--- src/rtl/instr_fetch.sv ---
// Instruction fetch stage: owns the PC, reads instruction memory over req/ack,
// and presents the captured opcode/operand to the decoder with valid/ready.
module instr_fetch #(
  parameter int ADDR_W  = 8,
  parameter int INSTR_W = 16
) (
  input  logic                 clk,
  input  logic                 rst_n,
  input  logic                 run,
  output logic                 imem_req,
  output logic [ADDR_W-1:0]    imem_addr,
  input  logic                 imem_ack,
  input  logic [INSTR_W-1:0]   imem_rdata,
  output logic                 instr_valid,
  input  logic                 instr_ready,
  output logic [3:0]           opcode,
  output logic [INSTR_W-5:0]   operand,
  output logic [ADDR_W-1:0]    pc_out,
  input  logic                 jump,
  input  logic [ADDR_W-1:0]    jump_target,
  output logic [15:0]          instr_count,
  output logic [1:0]           dbg_state
);

  // Handshakes: a memory read completes in any FETCH cycle with imem_ack=1
  // (req/addr held until then); an instruction transfers in any HOLD cycle with
  // instr_valid=1 and instr_ready=1, and jump/jump_target count only then.
  typedef enum logic [1:0] {
    S_IDLE  = 2'd0,
    S_FETCH = 2'd1,
    S_HOLD  = 2'd2
  } state_t;

  state_t               state_q, state_d;
  logic [ADDR_W-1:0]    pc_q;
  logic [ADDR_W-1:0]    pc_out_q;
  logic [INSTR_W-1:0]   ir_q;
  logic [15:0]          count_q;
  logic                 capture;
  logic                 accept;

  always_ff @(posedge clk or negedge rst_n) begin
    if (!rst_n) state_q <= S_IDLE;
    else        state_q <= state_d;
  end

  always_comb begin
    state_d = state_q;
    capture = 1'b0;
    accept  = 1'b0;
    case (state_q)
      S_IDLE: begin
        if (run) state_d = S_FETCH;
      end
      S_FETCH: begin
        if (imem_ack) begin
          capture = 1'b1;
          state_d = S_HOLD;
        end
      end
      S_HOLD: begin
        if (instr_ready) begin
          accept  = 1'b1;
          state_d = S_FETCH;
        end
      end
      default: state_d = S_IDLE;
    endcase
  end

  always_ff @(posedge clk or negedge rst_n) begin
    if (!rst_n) begin
      pc_q     <= '0;
      pc_out_q <= '0;
      ir_q     <= '0;
      count_q  <= '0;
    end else begin
      if (capture) begin
        ir_q     <= imem_rdata;
        pc_out_q <= pc_q;
      end
      if (accept) begin
        // The PC increment wraps naturally at 2^ADDR_W.
        pc_q <= jump ? jump_target : pc_q + {{(ADDR_W-1){1'b0}}, 1'b1};
        if (count_q != 16'hFFFF) count_q <= count_q + 16'd1;
      end
    end
  end

  assign imem_req    = (state_q == S_FETCH);
  assign instr_valid = (state_q == S_HOLD);
  assign imem_addr   = pc_q;
  assign pc_out      = pc_out_q;
  assign opcode      = ir_q[INSTR_W-1 -: 4];
  assign operand     = ir_q[INSTR_W-5:0];
  assign instr_count = count_q;
  assign dbg_state   = state_q;

endmodule

--- config.mk ---
export PLATFORM = sky130hd
export DESIGN_NAME = instr_fetch
export DESIGN_NICKNAME = d
export VERILOG_FILES = /design/src/rtl/instr_fetch.sv
export SDC_FILE = /design/constraint.sdc
export NUM_CORES = 1
export LEC_CHECK = 0
export ABC_AREA = 1
export BUFFER_PORTS_ARGS = -buffer_cell sky130_fd_sc_hd__clkbuf_2
export CORE_MARGIN = 1.5
export CORE_UTILIZATION = 39
export DETAILED_ROUTE_END_ITERATION = 8
export GPL_TIMING_DRIVEN = 0
export HOLD_SLACK_MARGIN = 0.1
export SETUP_SLACK_MARGIN = 0.2
export SLEW_MARGIN = 25
export SYNTH_ARGS = -nofsm -noshare
export SYNTH_HDL_FRONTEND = slang
export SYNTH_SLANG_ARGS = --single-unit
--- constraint.sdc ---
create_clock -name clk -period 2.2 [get_ports clk]
set_input_delay 0.66 -clock clk [delete_from_list [all_inputs] [get_ports clk]]
set_output_delay 0.66 -clock clk [all_outputs]
set_load 0.1 [all_outputs]
==> flow_metrics.py <==
metrics = {
    "setup_path": {
        "arrival_ps": 1290,
        "crit_start": "dbg_state[1]$_DFFE_PN0P_",
        "worst-path-stages": 3,
        "path_buf_inv": 2,
        "required_ps": 1540,
        "critPathTopFamily": "flip-flops",
        "crit_chain": "inv_2, nor2_4, clkbuf_4",
        "start_kind": "register",
        "r2r-end": "instr_count[14]$_DFFE_PN0P_",
        "crit_path_end_kind": "output pin",
        "rr_worst_depth": 8,
        "reg2reg_from": "instr_count[0]$_DFFE_PN0P_",
        "slowest_delay_ps": 470,
        "r2r_setup_slack_ps": 550,
        "cp_slowest_cell": "dfrtp_4",
        "endpoint": "instr_valid",
        "critPathMaxFanout": 5,
        "worst-setup-path-type": "reg2out",
    },
    "synthesis": {
        "synth_seq_area_share_pct": 49.8,
        "synth_nets": 326,
        "avgSynthCellArea_sq_um": 8.54,
        "ys_types": 25,
        "yosysTopAreaCellShare_pct": 49.8,
        "ys_top_cells_by_area": "dfrtp_1 50%, nand2_1 14%, mux2_2 8.1%",
        "syn_inst": 294,
        "mappedNetlistArea_sq_um": 2510,
        "ys_warn_count": 0,
        "synth_top_area_cell": "dfrtp_1",
        "ys_ff_latch": 50,
    },
    "clocking": {
        "cts_made_buffers": 5,
        "insertion_delay_ps": 310,
        "ctsHoldBuffers": 0,
        "clock_path_buffers": 2,
        "clk_pin_slew_ps": 100,
        "post_cts_buffers": 0,
        "cts-root-buf": "clkbuf_8",
        "cts.sinks": 50,
        "h-tree-depth": 2,
        "cts_tree": "built",
    },
    "cells_and_area": {
        "drive_gt1_share_pct": 35.5,
        "final_cells": 460,
        "fin_nets": 414,
        "num_antenna_cells": 0,
        "layout_common_cells": "93 x nand2_1, 77 x clkbuf_2, 42 x dfrtp_1",
        "area_delta_synth_final_pct": 26.2,
        "design_area_sq_um": 3170,
        "final_common_cell": "nand2_1",
        "n_fill_cell": 609,
    },
    "grt": {
        "grt_pass1_wl_um": 9800,
        "grtUsageTotal_pct": 17.4,
        "grt_pass1_vias": 2042,
        "grt_max_degree": 51,
        "globalRouteOverflowTotal": 0,
        "antenna_found_initial": 0,
    },
    "placed_design": {
        "dpl.hpwl_um": 4230,
        "numPortBuffers": 81,
        "placed_area_sq_um": 3070,
        "pre_cts_ws_ps": 464,
        "placed_cells": 452,
        "gp_congestion": 0.841,
    },
    "timing": {
        "skew_ps": 3.88,
        "timing.fmax_ghz": 0.513,
        "drv_slew": 0,
        "finalSetupViolCount": 0,
        "max-slew-margin-rel_pct": 53.0,
        "final_hold_viol_count": 0,
        "rsz0062_at_grt": "false",
        "setup_tns_ps": 0,
        "period_share_pct": 88.5,
        "finalCriticalPeriod_ps": 1950,
        "layout_setup_ws_ps": 252,
        "tightest_slew_ps": 705,
    },
    "routing": {
        "antenna_left": 0,
        "wl_um": 5650,
        "vias": 2213,
        "dr.pass1.iters": 4,
        "drc": 0,
        "via_per_inst": 4.81,
        "drt-initial-drc-count": 96,
        "wl_per_cell_um": 12.3,
    },
    "min_path": {
        "hp-class": "in2async",
    },
    "floorplan": {
        "die_x_um": 83.2,
        "start_util_pct": 40.0,
        "die_y_um": 83.2,
        "coreArea_sq_um": 6280,
        "ioPinCount": 82,
        "die-area_sq_um": 6930,
        "rows": 29,
    },
    "outcome": {
        "outcome": "finished, final reports clean",
    },
    "job": {
        "drv_cap": 0,
    },
}
## how the worst min path moves through the flow
stage	slack (ps)	cells after the start	end	startpoint
after floorplan	360	0	imem_addr[0]$_DFFE_PN0P_	rst_n
after global placement	470	2	pc_out[2]$_DFFE_PN0P_	pc_out[2]$_DFFE_PN0P_
after detailed placement	470	2	pc_out[0]$_DFFE_PN0P_	pc_out[0]$_DFFE_PN0P_
after CTS	440	1	ir_q[2]$_DFFE_PN0P_	rst_n
after global routing	460	1	pc_out[5]$_DFFE_PN0P_	rst_n
final	400	1	pc_out[5]$_DFFE_PN0P_	rst_n
## Yosys cell counts
cell type and n:
a21oi_1 6, a21oi_2 1, buf_2 3, buf_4 1
buf_8 1, clkbuf_1 2, dfrtp_1 50, ha_1 2
inv_1 30, mux2_2 18, nand2_1 95, nand2_2 2
nand2_4 2, nand3_1 14, nand3_2 1, nand4_1 10
nor2_1 22, nor2_2 1, nor2_4 2, o21ai_0 19
o22ai_1 1, o311a_1 1, o31ai_1 1, or2_2 3
xnor2_1 6
## flip-flops by register name, summed over array words and instances, names as in the netlist
register and count:
dbg_state 2, imem_addr 8, instr_count 16, ir_q 16
pc_out 8
## layout make-up
cell class              instances  area [sq um]  area share [%]
well taps                      77          96.3            3.04
flip-flops and latches         50          1270            40.0
inverters                      30           113            3.55
multi-input cells             207          1130            35.6
plain buffers                   7          56.3            1.78
clock inverters                 3          28.8           0.908
clock buffers                   5          68.8            2.17
repair buffers                 81           413            13.0
## routing by layer
layer	vias up	global-route usage [%]	part of all wire, %
li1	1124	-	-
met1	1022	24.4	49
met2	61	27.2	45
met3	6	3.78	5.0
met4	0	5.15	1.3
met5	-	0	0
## stage by stage
| stage | util, % | hold slack (ps) |
|---|---|---|
| final | 50.5 | 400 |
| after global routing | 50.5 | 465 |
| after global placement | 48.8 | 468 |
| after CTS | 50.5 | 437 |
| after detailed placement | 48.9 | 474 |
| after floorplan | - | 364 |
## repair_timing
| action | 4_1_cts | 5_1_grt |
|---|---|---|
| gates resized for setup | 2 | 2 |
| pin swaps | 0 | 0 |
| hold endpoints to repair | 0 | 0 |
| setup endpoints to repair | 2 | 2 |
## kinds of logic after synthesis
| family | count (synthesis) | synth area share (%) |
|---|---|---|
| and+or+nand+nor | 152 | 26.5 |
| DFF | 50 | 49.8 |
| AOI/OAI and AO/OA | 29 | 6.28 |
| adders and majority gates | 2 | 0.996 |
| muxes | 18 | 8.07 |
| buffers and inverters | 37 | 6.28 |
| xor gates and xnor gates | 6 | 2.09 |
Power is not shown: default switching activity piles up to over one toggle a cycle in this logic, so the estimate is an artifact.
